[config.mk]
export PLATFORM = sky130hd
export DESIGN_NAME = ysyx22041405_lsu
export DESIGN_NICKNAME = d
export VERILOG_FILES = /design/src/rtl/ysyx22041405_lsu_pkg.sv /design/src/rtl/ysyx22041405_lsu_align.sv /design/src/rtl/ysyx22041405_lsu.sv
export SDC_FILE = /design/constraint.sdc
export NUM_CORES = 1
export LEC_CHECK = 0
export BUFFER_PORTS_ARGS = -buffer_cell sky130_fd_sc_hd__buf_2
export CAP_MARGIN = 20
export CORE_ASPECT_RATIO = 1.2
export CORE_MARGIN = 5
export CORE_UTILIZATION = 50
export DETAILED_ROUTE_END_ITERATION = 10
export GPL_ROUTABILITY_DRIVEN = 0
export PLACE_DENSITY_LB_ADDON = 0.1
export SYNTH_ARGS = -nofsm -noshare
export SYNTH_HDL_FRONTEND = slang
export SYNTH_SLANG_ARGS = --single-unit
[constraint.sdc]
create_clock -name clk -period 2.35 [get_ports clk]
set_clock_uncertainty 0.15 [all_clocks]
set_input_delay 0.235 -clock clk [delete_from_list [all_inputs] [get_ports clk]]
set_output_delay 0.235 -clock clk [all_outputs]
set_load 0.05 [all_outputs]
[src/rtl/ysyx22041405_lsu_pkg.sv]
// Shared memory-op codes, FSM state encoding and op-decode helpers for the LSU.
// Latency: none (definitions only).
// Backpressure: n/a.
package ysyx22041405_lsu_pkg;

  localparam logic [3:0] MOP_NONE = 4'd0;
  localparam logic [3:0] MOP_LB   = 4'd1;
  localparam logic [3:0] MOP_LH   = 4'd2;
  localparam logic [3:0] MOP_LW   = 4'd3;
  localparam logic [3:0] MOP_LBU  = 4'd4;
  localparam logic [3:0] MOP_LHU  = 4'd5;
  localparam logic [3:0] MOP_SB   = 4'd6;
  localparam logic [3:0] MOP_SH   = 4'd7;
  localparam logic [3:0] MOP_SW   = 4'd8;

  typedef enum logic [1:0] {
    ST_IDLE = 2'd0,
    ST_REQ  = 2'd1,
    ST_WAIT = 2'd2,
    ST_DONE = 2'd3
  } lsu_state_e;

  function automatic logic mop_is_load(input logic [3:0] op);
    return (op == MOP_LB) || (op == MOP_LH) || (op == MOP_LW) ||
           (op == MOP_LBU) || (op == MOP_LHU);
  endfunction

  function automatic logic mop_is_store(input logic [3:0] op);
    return (op == MOP_SB) || (op == MOP_SH) || (op == MOP_SW);
  endfunction

  // Access wider than its natural alignment allows (bytes never misalign).
  function automatic logic mop_misaligned(input logic [3:0] op, input logic [1:0] a);
    logic mis;
    mis = 1'b0;
    case (op)
      MOP_LH, MOP_LHU, MOP_SH: mis = a[0];
      MOP_LW, MOP_SW:          mis = |a;
      default:                 mis = 1'b0;
    endcase
    return mis;
  endfunction

endpackage

[src/rtl/ysyx22041405_lsu_align.sv]
// Byte-lane steering: strobes and replicated store data out, aligned/extended load data in.
// Latency: purely combinational.
// Backpressure: none; follows its inputs.
module ysyx22041405_lsu_align
  import ysyx22041405_lsu_pkg::*;
#(
  parameter int WIDTH = 32
) (
  input  logic [3:0]       op,
  input  logic [1:0]       a,
  input  logic [WIDTH-1:0] rs2,
  input  logic [WIDTH-1:0] rdata,
  output logic [3:0]       wstrb,
  output logic [WIDTH-1:0] wdata,
  output logic [WIDTH-1:0] load_data
);

  logic [7:0]  byte_v;
  logic [15:0] half_v;

  // Lane selection; halves only look at a[1] so a stray a[0] cannot split a half across words
  always_comb begin
    byte_v    = rdata[{a, 3'b000} +: 8];
    half_v    = a[1] ? rdata[31:16] : rdata[15:0];
    wstrb     = 4'b0000;
    wdata     = rs2;
    load_data = rdata;
    case (op)
      MOP_LB, MOP_LBU, MOP_SB: wstrb = 4'b0001 << a;
      MOP_LH, MOP_LHU, MOP_SH: wstrb = 4'b0011 << {a[1], 1'b0};
      MOP_LW, MOP_SW:          wstrb = 4'b1111;
      default:                 wstrb = 4'b0000;
    endcase
    case (op)
      MOP_SB:  wdata = {(WIDTH/8){rs2[7:0]}};
      MOP_SH:  wdata = {(WIDTH/16){rs2[15:0]}};
      default: wdata = rs2;
    endcase
    case (op)
      MOP_LB:  load_data = {{(WIDTH-8){byte_v[7]}}, byte_v};
      MOP_LBU: load_data = {{(WIDTH-8){1'b0}}, byte_v};
      MOP_LH:  load_data = {{(WIDTH-16){half_v[15]}}, half_v};
      MOP_LHU: load_data = {{(WIDTH-16){1'b0}}, half_v};
      default: load_data = rdata;
    endcase
  end

endmodule

[src/rtl/ysyx22041405_lsu.sv]
// Load/store unit: one instruction at a time, req/gnt + rvalid data bus, one result per instruction to WBU.
// Latency: non-mem 1 cycle; mem 1 + gnt wait + rvalid wait + 1 (min 3).
// Backpressure: in_ready only in IDLE; result held in DONE until out_ready. Optional YSYX22041405_LSU_MISALIGN_EN.
module ysyx22041405_lsu
  import ysyx22041405_lsu_pkg::*;
#(
  parameter int WIDTH = 32,
  parameter int RD_W  = 5
) (
  input  logic             clk,
  input  logic             rst,
  input  logic             in_valid,
  output logic             in_ready,
  input  logic [WIDTH-1:0] in_alu_result,
  input  logic [WIDTH-1:0] in_rs2_data,
  input  logic [3:0]       in_mem_op,
  input  logic             in_rf_we,
  input  logic [RD_W-1:0]  in_rd,
  input  logic [WIDTH-1:0] in_pc,
  output logic             dmem_req,
  output logic             dmem_we,
  output logic [WIDTH-1:0] dmem_addr,
  output logic [WIDTH-1:0] dmem_wdata,
  output logic [3:0]       dmem_wstrb,
  input  logic             dmem_gnt,
  input  logic             dmem_rvalid,
  input  logic [WIDTH-1:0] dmem_rdata,
  output logic             out_valid,
  input  logic             out_ready,
  output logic [WIDTH-1:0] out_wdata,
  output logic             out_rf_we,
  output logic [RD_W-1:0]  out_rd,
  output logic [WIDTH-1:0] out_pc,
  output logic             out_misalign
);

  lsu_state_e state_q, state_d;

  logic [3:0]       op_q;
  logic [WIDTH-1:0] addr_q;
  logic [WIDTH-1:0] rs2_q;
  logic             rf_we_q;
  logic [RD_W-1:0]  rd_q;
  logic [WIDTH-1:0] pc_q;

  logic [3:0]       al_wstrb;
  logic [WIDTH-1:0] al_wdata;
  logic [WIDTH-1:0] ld_data;

  logic accept;
  logic acc_misalign;
  logic go_mem;
  logic rsp_hit;

`ifdef YSYX22041405_LSU_MISALIGN_EN
  logic misalign_q;

  assign acc_misalign = mop_misaligned(in_mem_op, in_alu_result[1:0]);
  assign out_misalign = misalign_q;

  // Misalign flag rides with the instruction; only ever set on the IDLE->DONE shortcut
  always_ff @(posedge clk or negedge rst) begin
    if (!rst)        misalign_q <= 1'b0;
    else if (accept) misalign_q <= acc_misalign;
  end
`else
  assign acc_misalign = 1'b0;
  assign out_misalign = 1'b0;
`endif

  assign in_ready  = (state_q == ST_IDLE);
  assign out_valid = (state_q == ST_DONE);
  assign accept    = in_valid & in_ready;
  assign go_mem    = (mop_is_load(in_mem_op) | mop_is_store(in_mem_op)) & ~acc_misalign;
  // Responses only count in WAIT, so stale rvalids (e.g. after reset) are dropped
  assign rsp_hit   = (state_q == ST_WAIT) & dmem_rvalid;

  // Bus side is driven from latched state only, so it is stable for the whole REQ phase
  assign dmem_req   = (state_q == ST_REQ);
  assign dmem_we    = dmem_req & mop_is_store(op_q);
  assign dmem_addr  = dmem_req ? {addr_q[WIDTH-1:2], 2'b00} : '0;
  assign dmem_wdata = dmem_req ? al_wdata : '0;
  assign dmem_wstrb = dmem_req ? al_wstrb : 4'b0000;

  assign out_rd = rd_q;
  assign out_pc = pc_q;

  ysyx22041405_lsu_align #(.WIDTH(WIDTH)) u_align (
    .op        (op_q),
    .a         (addr_q[1:0]),
    .rs2       (rs2_q),
    .rdata     (dmem_rdata),
    .wstrb     (al_wstrb),
    .wdata     (al_wdata),
    .load_data (ld_data)
  );

  // State register
  always_ff @(posedge clk or negedge rst) begin
    if (!rst) state_q <= ST_IDLE;
    else      state_q <= state_d;
  end

  // Next-state: a gnt cycle never consumes rvalid, the bus delivers it strictly later
  always_comb begin
    state_d = state_q;
    case (state_q)
      ST_IDLE: if (in_valid) state_d = go_mem ? ST_REQ : ST_DONE;
      ST_REQ:  if (dmem_gnt) state_d = ST_WAIT;
      ST_WAIT: if (dmem_rvalid) state_d = ST_DONE;
      ST_DONE: if (out_ready) state_d = ST_IDLE;
      default: state_d = ST_IDLE;
    endcase
  end

  // Latch the instruction on accept and capture the WBU result on entry to DONE
  always_ff @(posedge clk or negedge rst) begin
    if (!rst) begin
      op_q      <= MOP_NONE;
      addr_q    <= '0;
      rs2_q     <= '0;
      rf_we_q   <= 1'b0;
      rd_q      <= '0;
      pc_q      <= '0;
      out_wdata <= '0;
      out_rf_we <= 1'b0;
    end else begin
      if (accept) begin
        op_q    <= in_mem_op;
        addr_q  <= in_alu_result;
        rs2_q   <= in_rs2_data;
        rf_we_q <= in_rf_we;
        rd_q    <= in_rd;
        pc_q    <= in_pc;
      end
      if (accept && !go_mem) begin
        out_wdata <= in_alu_result;
        out_rf_we <= in_rf_we & ~acc_misalign;
      end else if (rsp_hit) begin
        out_wdata <= mop_is_load(op_q) ? ld_data : addr_q;
        out_rf_we <= mop_is_load(op_q) & rf_we_q;
      end
    end
  end

endmodule
**Word level (Yosys, flattened, before mapping)**

Index checks and enable logic that the tools add are counted.

- Bits in registers: 141
- Input port bits: 144
- Output and inout bits: 143

- Equality and inequality tests: 23
- Shift-type cells: 3
- Multiplexer cells: 18
- Bitwise operators: 5
- Reductions and logical operators: 20

Operators by type and width:

| kind | number |
|---|---|
| two-way mux 32 bit | 5 |
| one-hot mux 32 bit (4 select lines) | 1 |
| one-hot mux 32 bit (2 select lines) | 1 |
| == test 4 x 3 -> 1 bit, second input constant | 8 |
| indexed part select 32 x 6 -> 8 bit | 1 |
| == test 4 x 2 -> 1 bit, second input constant | 4 |
| two-way mux 16 bit | 1 |
| logical OR 1 bit | 12 |
| one-hot mux 4 bit (3 select lines) | 1 |
| two-way mux 2 bit | 5 |
| == test 4 x 1 -> 1 bit, second input constant | 2 |
| == test 4 bit, second input constant | 2 |
| one-hot mux 2 bit (4 select lines) | 1 |
| OR reduction 3 bit | 2 |
| AND 1 bit | 4 |
| == test 2 bit, second input constant | 2 |
| two-way mux 4 bit | 1 |
| != test 2 x 1 -> 1 bit, second input constant | 2 |
| != test 2 bit, second input constant | 2 |
| AND reduction 4 bit | 1 |
| left shift 1 x 2 -> 4 bit, first input constant | 1 |
| left shift 2 x 2 -> 4 bit, first input constant | 1 |
| == test 2 x 1 -> 1 bit, second input constant | 1 |
| logical NOT 2 bit | 1 |
| other kinds (6) | 7 |

**Logic depth before layout (Yosys ltp)**

Gate-level depths: netlist of the first run.

- Depth in word-level cells: 9
- Depth in mapped cells: 8

**By module**

From an unflattened synthesis of the first run, not the netlist that was laid out.

- Cell total of the unflattened synthesis: 798
- Area, all modules: 8385.5 um^2

By module, submodules not included:

| module | instances | cells each | area each (um^2) |
|---|---|---|---|
| ysyx22041405_lsu | 1 | 638 | 7093.1 |
| ysyx22041405_lsu_align | 1 | 160 | 1292.5 |

**Worst setup path after synthesis of the first run**

No wires, ideal clock.

- Path type: register to output
- From: register state_q[1]
- To: output port dmem_wdata[20]
- Data arrival time: 2.629 ns
- Required time: 1.965 ns
- Setup slack: -0.664 ns
- Stages on the path, launching flop included: 6
- Cell sequence: dfrtp_1 inv_1 ha_1 clkbuf_1 clkbuf_1 a21boi_0

- Word-level cells in the longest chain between the ends: 2

RTL lines:

| element | line | text |
|---|---|---|
| start, declared | ysyx22041405_lsu.sv:37 | `lsu_state_e state_q, state_d;` |
| start signal, assigned | ysyx22041405_lsu.sv:101 | `else state_q <= state_d;` |
| == test 2 x 1 -> 1 bit | ysyx22041405_lsu.sv:79 | `assign dmem_req = (state_q == ST_REQ);` |
| via dmem_req | ysyx22041405_lsu.sv:20 | `output logic dmem_req,` |
| two-way mux 32 bit | ysyx22041405_lsu.sv:82 | `assign dmem_wdata = dmem_req ? al_wdata : '0;` |
| end, declared | ysyx22041405_lsu.sv:23 | `output logic [WIDTH-1:0] dmem_wdata,` |

The timed path passes the listed nets, and every way through them passes these cells.

**Final worst setup path of the first run**

- From: register op_q[2]
- To: output port dmem_wdata[30]

- Word-level cells in the longest chain between the ends: 3

RTL lines:

| element | line | text |
|---|---|---|
| start, declared | ysyx22041405_lsu.sv:39 | `logic [3:0] op_q;` |
| start signal, assigned | ysyx22041405_lsu.sv:129 | `op_q <= in_mem_op;` |
| == test 4 x 3 -> 1 bit | ysyx22041405_lsu_align.sv:34 | `case (op)` |
| one-hot mux 32 bit (2 select lines) * | ysyx22041405_lsu_align.sv:34 |  |
| two-way mux 32 bit * | ysyx22041405_lsu.sv:82 |  |

Every way passes the cells marked *; elsewhere a longest branch is shown, timed or not.

==> metrics.csv, run 1 <==
stage;metric;value;unit
routing;final antenna-violating net count;0;
clock_network;CTS max path bufs;2;
timing;Slew Limit Fails;0;
worst_hold_path;HP Class;input port to register;
final_layout;multi-input logic area;4053;sq um
routing;via/cell ratio;5.697;
critical_path;Register-to-Register Path Depth;6;
placed_design;DP HPWL;19040;microns
synth;Syn Area/Cell;10.11;sq um
synth;Async SR Flop Fraction;1.000;
power_and_ir_drop;switching power;10.00;mW
routing;Residual DRC;0;
synth;Post-synth EDFFs;0;
global_route;largest net degree at the start of global routing;60;
timing;setup violators final;0;
routing;Vias;7833;
clock_network;CTS H-Tree Depth;4;
job;MaxCap Viol Count;0;
power_and_ir_drop;power share of the clock group;0.132;
critical_path;Startpoint Class;register;
die;Core Rows;49;
timing;Hold Fails Final Rpt;0;
timing;RSZ-0062 raised after global routing;yes;
global_route;first-pass GRT wire length;43580;microns
die;Die W;122.1;microns
final_layout;area delta synth->final;55.84;%
placed_design;# port buffers;283;
timing;Achievable Freq;0.4266;GHz
final_layout;Register Area;3533;sq um
timing;setup TNS;0;ns
clock_network;clk_lat worst skew;0.42;ns
final_layout;fillers;1016;
clock_network;TritonCTS Buffers;17;
routing;drt initial violations;590;
synth;top_reg_cell synth;dfrtp_1;
critical_path;maximum fanout along the worst path;10;
timing;Final period util;0.9974;
power_and_ir_drop;cell internal pwr;9.720;mW
critical_path;CP Data Arrival Time;1.96;ns
synth;sequential area share after synthesis;0.4684;
global_route;grt ovf;0;
routing;Routed WL;28390;microns
die;die area;17630;sq um
placed_design;pre-CTS setup slack;0.1177;ns
clock_network;clk sinks;141;
global_route;antenna violations before repair;0;
final_layout;share of layout cells above drive strength 1;0.4718;
power_and_ir_drop;post-layout power;19.72;mW
timing;Tmin final;2.344;ns
die;initial cell density of the core;0.5057;
power_and_ir_drop;VDD IR max;1.111;mV
critical_path;CP endpoint kind;output port;
critical_path;CP Data Required Time;1.97;ns
outcome;outcome;finished clean;
power_and_ir_drop;switching part of the total power;0.5072;
power_and_ir_drop;Logic pwr share;0.635;
die;Die Y;144.5;microns
final_layout;Layout Utilization;0.7880;
synth;synthesized flop and latch total;141;
timing;Slew Limit Headroom;0.6205;
timing;final worst setup slack;0.006017;ns
power_and_ir_drop;sequential share of power;0.234;
routing;drt pass-1 iters;8;
worst_hold_path;number of cells on the worst hold path;3;
global_route;vias in the first global route;8035;
clock_network;Root Driver;clkbuf_16;
power_and_ir_drop;Power Dens Cells;1680;nW/um^2
synth;Synth Warn #;0;
clock_network;Worst-path clk slew;0.06;ns
critical_path;Worst Path Class, Setup;register to output port;
global_route;Total GRT Usage;0.3183;
clock_network;TritonCTS clock tree;yes;
synth;distinct cell type count after synthesis;54;
routing;WL per Instance;20.64;microns
synth;post-synthesis cell area;7533;sq um
die;io pins;287;
power_and_ir_drop;Pleak;5.472;nW
synth;Synth Instances;745;
timing;Worst-Margin Slew;0.5692;ns
die;Core Box Area;14900;sq um
final_layout;Layout Nets;1305;
[synth_stat cells, drive strengths merged (2+ instances only)]
master / n / share of area
dfrtp: 141 / 0.47
mux2: 107 / 0.16
nand2: 56 / 0.028
nor2: 54 / 0.027
o21ai: 52 / 0.035
a21oi: 44 / 0.030
and2: 42 / 0.035
o22ai: 41 / 0.034
clkbuf: 34 / 0.017
a21boi: 32 / 0.032
buf: 23 / 0.015
inv: 15 / 0.0075
nor3: 10 / 0.0066
a31oi: 9 / 0.0075
a221oi: 6 / 0.0070
nand2b: 6 / 0.0050
nor2b: 6 / 0.0050
a211oi: 5 / 0.0050
a21o: 5 / 0.0050
mux2i: 5 / 0.0066
a221o: 4 / 0.0053
and3: 4 / 0.0033
ha: 4 / 0.0066
mux4: 4 / 0.012
o211ai: 4 / 0.0040
nand3: 3 / 0.0020
o31ai: 3 / 0.0030
a211o: 2 / 0.0023
a311oi: 2 / 0.0023
o221a: 2 / 0.0030
or2: 2 / 0.0017
or3: 2 / 0.0017
[final timing paths]
kind                                        endpoint             startpoint  slack (ns)
setup reg to reg           out_wdata[11]$_DFFE_PN0P_    op_q[1]$_DFFE_PN0P_        0.09
min in group asynchronous     out_pc[31]$_DFFE_PN0P_                    rst        0.22
hold / removal             out_wdata[19]$_DFFE_PN0P_         dmem_rdata[19]        0.04
setup / recovery                      dmem_wdata[30]    op_q[2]$_DFFE_PN0P_       0.006
hold reg to reg                out_pc[6]$_DFFE_PN0P_  out_pc[6]$_DFFE_PN0P_        0.35
max in group asynchronous      rs2_q[27]$_DFFE_PN0P_                    rst        1.11
[layer usage]
layer / track usage / up-vias / share of wire
li1: - / 3511 / -
met1: 0.3885 / 3805 / 0.37
met2: 0.5276 / 433 / 0.51
met3: 0.08764 / 84 / 0.083
met4: 0.1445 / 0 / 0.040
met5: 0 / - / 0
[repair_timing]
item / 4_1_cts / 5_1_grt
hold endpoints to repair: 192 / 0
gates cloned: 1 / 0
resized for setup: 46 / 49
buffers inserted: 5 / 5
pin swaps: 2 / 5
hold buffers: 106 / 0
endpoints found under the setup margin: 29 / 37
[power by group through the flow]
| stage | Sequential [mW] | Combinational [mW] | Clock, mW |
|---|---|---|---|
| after detailed placement | 4.55 | 11.5 | 0 |
| after CTS | 4.55 | 12.0 | 2.63 |
| final | 4.61 | 12.5 | 2.60 |
| after global placement | 4.49 | 11.4 | 0 |
| after floorplan | 6.49 | 6.36 | 0 |
| after global routing | 4.75 | 13.2 | 2.74 |
[cell families (layout without fill, tap and decap cells)]
kind of cell / Yosys count / count (layout) / share of synthesized area
AND/OR/NAND/NOR: 190 / 190 / 0.1204
buffers and inverters: 72 / 495 / 0.03936
multiplexers: 116 / 116 / 0.1785
AO/OA/AOI/OAI: 218 / 218 / 0.1825
XOR/XNOR: 2 / 2 / 0.002326
adder cells (fa/ha/maj): 5 / 5 / 0.007972
flip-flops: 141 / 141 / 0.4684
other: 1 / 4 / 0.0004978
[sequential cells by signal (all words and copies together), names as in the netlist, 2 cells and up]
register / count
addr_q: 32
op_q: 4
out_pc: 32
out_rd: 5
out_wdata: 32
rs2_q: 32
state_q: 2
[critical path, stage by stage, from the launching register on]
cell and delay, ns:
dfrtp_2 0.40, buf_4 0.11, nor2b_4 0.20, nand2_2 0.09, buf_6 0.15, o31ai_2 0.20, buf_4 0.18, nor2_4 0.04
buf_6 0.15
[stage by stage]
step / instance area [sq um] / instances / hold WS (ns)
after floorplan: 7744 / 747 / -0.2106
after global placement: 9692 / 1225 / 0.1056
after detailed placement: 9692 / 1225 / 0.1047
after CTS: 11520 / 1369 / 0.02120
after global routing: 11740 / 1374 / 0.03812
final: 11740 / 1375 / 0.03864
[layout by cell type (no fill, tap or decap), drive strengths merged, types with 2 or more instances in the layout]
cell type | Yosys | routed
o211ai | 4 | 4
inv | 15 | 18
nand2b | 6 | 6
nor2b | 6 | 6
a221oi | 6 | 6
o31ai | 3 | 3
a21oi | 44 | 44
clkinv | 0 | 6
o221a | 2 | 2
clkinvlp | 0 | 3
mux2 | 107 | 107
conb | 1 | 3
a211o | 2 | 2
ha | 4 | 4
a31oi | 9 | 9
nor3 | 10 | 10
dfrtp | 141 | 141
a211oi | 5 | 5
mux4 | 4 | 4
a21boi | 32 | 32
mux2i | 5 | 5
or2 | 2 | 2
o22ai | 41 | 41
nand2 | 56 | 56
o21ai | 52 | 52
or3 | 2 | 2
and2 | 42 | 42
nand3 | 3 | 3
a21o | 5 | 5
a311oi | 2 | 2
nor2 | 54 | 54
and3 | 4 | 4
dlygate4sd3 | 0 | 106
buf | 23 | 341
clkbuf | 34 | 19
a221o | 4 | 4
[cell type report]
class,instances,area share
Antenna cell,1,0.0002132
Inverter,15,0.004796
Timing Repair Buffer,448,0.2789
Multi-Input combinational cell,534,0.3452
Clock buffer,19,0.03858
Sequential cell,141,0.3010
Clock inverter,13,0.009592
Tap cell,204,0.02174
Note: power is estimated with default switching activity, not from simulation.
==> run 2: changes to the inputs <==
- RECOVER_POWER: unset -> 25
==> run 2 against run 1 <==
Effect of this change:
- the flow now finishes with violations (capacitance limit, slew limit)
- core utilization decreased by 0.12 points
- sequential share of layout area about the same
- global-route usage stayed put
- via count about the same
- count of clock-buffer cells in the layout did not move
- power about the same
- clock power is essentially flat
==> metrics.csv, run 2 (same netlist as run 1, synthesis figures left out) <==
stage;metric;value;unit;change
die;Core Rows;49;;unchanged
die;io pins;287;;unchanged
routing;drt pass-1 iters;6;;was 8
routing;Vias;7839;;was 7833
critical_path;Register-to-Register Path Depth;7;;was 6
die;die area;17630;sq um;unchanged
global_route;grt ovf;0;;unchanged
timing;Achievable Freq;0.4282;GHz;was 0.4266 GHz
timing;Hold Fails Final Rpt;0;;unchanged
critical_path;CP Data Required Time;1.97;ns;about the same
critical_path;Worst Path Class, Setup;register to output port;;unchanged
power_and_ir_drop;switching power;10.01;mW;was 10.00 mW
routing;Residual DRC;0;;unchanged
final_layout;n_diodes;0;;was 1
clock_network;TritonCTS clock tree;yes;;unchanged
critical_path;maximum fanout along the worst path;8;;was 10
power_and_ir_drop;switching part of the total power;0.5074;;was 0.5072
clock_network;clk sinks;141;;unchanged
worst_hold_path;number of cells on the worst hold path;3;;unchanged
timing;Hold Slack;0.03620;ns;was 0.03864 ns
critical_path;Reg-to-Reg End;out_wdata[5]$_DFFE_PN0P_;;was out_wdata[11]$_DFFE_PN0P_
timing;setup violators final;0;;unchanged
timing;RSZ-0062 raised after global routing;yes;;unchanged
timing;Worst-Margin Slew;1.538;ns;was 0.5692 ns
routing;final antenna-violating net count;0;;unchanged
routing;Routed WL;28400;microns;was 28390 microns
clock_network;CTS max path bufs;2;;unchanged
final_layout;commonest non-fill, non-tap cell in the layout;buf_2;;unchanged
global_route;largest net degree at the start of global routing;60;;unchanged
final_layout;most frequent cells in the layout;254 x buf_2, 137 x dfrtp_1, 107 x mux2_2;;unchanged
final_layout;area delta synth->final;55.61;%;was 55.84%
power_and_ir_drop;power share of the clock group;0.132;;about the same
global_route;antenna violations before repair;0;;unchanged
clock_network;TritonCTS Buffers;17;;unchanged
worst_hold_path;Hold Path Sink;out_wdata[19]$_DFFE_PN0P_;;unchanged
final_layout;Final Non-Filler Cells;1374;;was 1375
power_and_ir_drop;cell internal pwr;9.718;mW;was 9.720 mW
power_and_ir_drop;sequential share of power;0.234;;about the same
outcome;failing checks;capacitance limit, slew limit;;
power_and_ir_drop;Power Dens Cells;1683;nW/um^2;was 1680 nW/um^2
critical_path;CP endpoint kind;output port;;unchanged
power_and_ir_drop;VDD IR max;1.111;mV;about the same
final_layout;Layout Nets;1305;;unchanged
global_route;Total GRT Usage;0.3183;;unchanged
global_route;first-pass GRT wire length;43580;microns;unchanged
die;initial cell density of the core;0.5057;;unchanged
timing;setup TNS;0;ns;unchanged
final_layout;share of layout cells above drive strength 1;0.4718;;unchanged
worst_hold_path;Hold Startpoint;dmem_rdata[19];;unchanged
critical_path;register-to-register setup slack;0.08;ns;was 0.09 ns
power_and_ir_drop;Logic pwr share;0.635;;about the same
timing;Final period util;0.9937;;was 0.9974
worst_hold_path;HP Class;input port to register;;unchanged
critical_path;CP Data Arrival Time;1.95;ns;was 1.96 ns
routing;WL per Instance;20.67;microns;was 20.64 microns
timing;final worst setup slack;0.01479;ns;was 0.006017 ns
power_and_ir_drop;Pleak;5.467;nW;was 5.472 nW
global_route;vias in the first global route;8035;;unchanged
clock_network;clk_lat worst skew;0.42;ns;about the same
clock_network;Worst-path clk slew;0.06;ns;about the same
routing;via/cell ratio;5.705;;was 5.697
clock_network;CTS H-Tree Depth;4;;unchanged
placed_design;DP HPWL;19040;microns;unchanged
timing;Tmin final;2.335;ns;was 2.344 ns
die;Die Y;144.5;microns;unchanged
timing;Slew Limit Fails;60;;was 0
critical_path;Startpoint Class;register;;unchanged
placed_design;pre-CTS setup slack;0.1177;ns;unchanged
clock_network;Root Driver;clkbuf_16;;unchanged
outcome;outcome;complete, but fails checks;;was finished clean
timing;Slew Limit Headroom;-0.02510;;was 0.6205
critical_path;Worst R2R Start;op_q[2]$_DFFE_PN0P_;;was op_q[1]$_DFFE_PN0P_
placed_design;# port buffers;283;;unchanged
routing;drt initial violations;606;;was 590
placed_design;placed cell count;1225;;unchanged
die;Die W;122.1;microns;unchanged
job;MaxCap Viol Count;1;;was 0
die;Core Box Area;14900;sq um;unchanged
[run 2: through the flow]
step	instance area, sq um	utilization	power (mW)
after floorplan	7744	-	12.85
after global placement	9692	0.6505	15.88
after detailed placement	9692	0.6505	16.07
after CTS	11520	0.7735	19.22
after global routing	11720	0.7868	20.71
final	11720	0.7868	19.73
[run 2: power groups by stage]
stage          clock (mW)  combinational [mW]  sequential [mW]
2_1_floorplan           0                6.36             6.49
3_3_place_gp            0                11.4             4.49
3_5_place_dp            0                11.5             4.55
4_1_cts              2.63                12.0             4.55
5_1_grt              2.74                13.2             4.75
6_report             2.60                12.5             4.61
[run 2: area by class of cell]
cell class / count / area [sq um]
clock inverters: 13 / 112.6
flip-flops and latches: 141 / 3533
well taps: 204 / 255.2
inverters: 15 / 56.30
clock buffers: 19 / 452.9
fillers: 1016 / 3176
repair buffers: 448 / 3259
multi-input cells: 534 / 4053
[run 2: what timing repair did]
item                                    in CTS  in global routing
endpoints found under the setup margin      29                 37
hold buffers                               106                  0
pin swaps                                    2                  5
hold endpoints to repair                   192                  0
gates cloned                                 1                  0
buffers inserted                             5                  5
gates resized for setup                     46                 49
[run 2: worst max path at each step]
stage               slack [ns]                         to  cells after the start                   from
finish                    0.01              dmem_wdata[9]                      8    op_q[2]$_DFFE_PN0P_
global route             -0.07             dmem_wdata[26]                      7    op_q[1]$_DFFE_PN0P_
CTS                      -0.02             dmem_wdata[30]                      8    op_q[2]$_DFFE_PN0P_
detailed placement        0.12  out_wdata[28]$_DFFE_PN0P_                      6  addr_q[1]$_DFFE_PN0P_
global placement          0.16  out_wdata[31]$_DFFE_PN0P_                      7         dmem_rdata[31]
floorplan                -0.21              dmem_wstrb[2]                      6    op_q[0]$_DFFE_PN0P_
[run 2: routing by layer]
metal / GRT usage / wire, microns
met3: 0.08764 / 2393
met2: 0.5276 / 14380
met5: 0 / 0
met1: 0.3885 / 10470
met4: 0.1445 / 1158
[run 2: critical path, cell delays in order, from the launching register on]
cell and delay, ns:
dfrtp_2 0.40, buf_4 0.11, nor2b_4 0.20, nand2_2 0.09
a21oi_2 0.12, buf_6 0.15, nand2_2 0.08, a21boi_4 0.18
buf_6 0.17
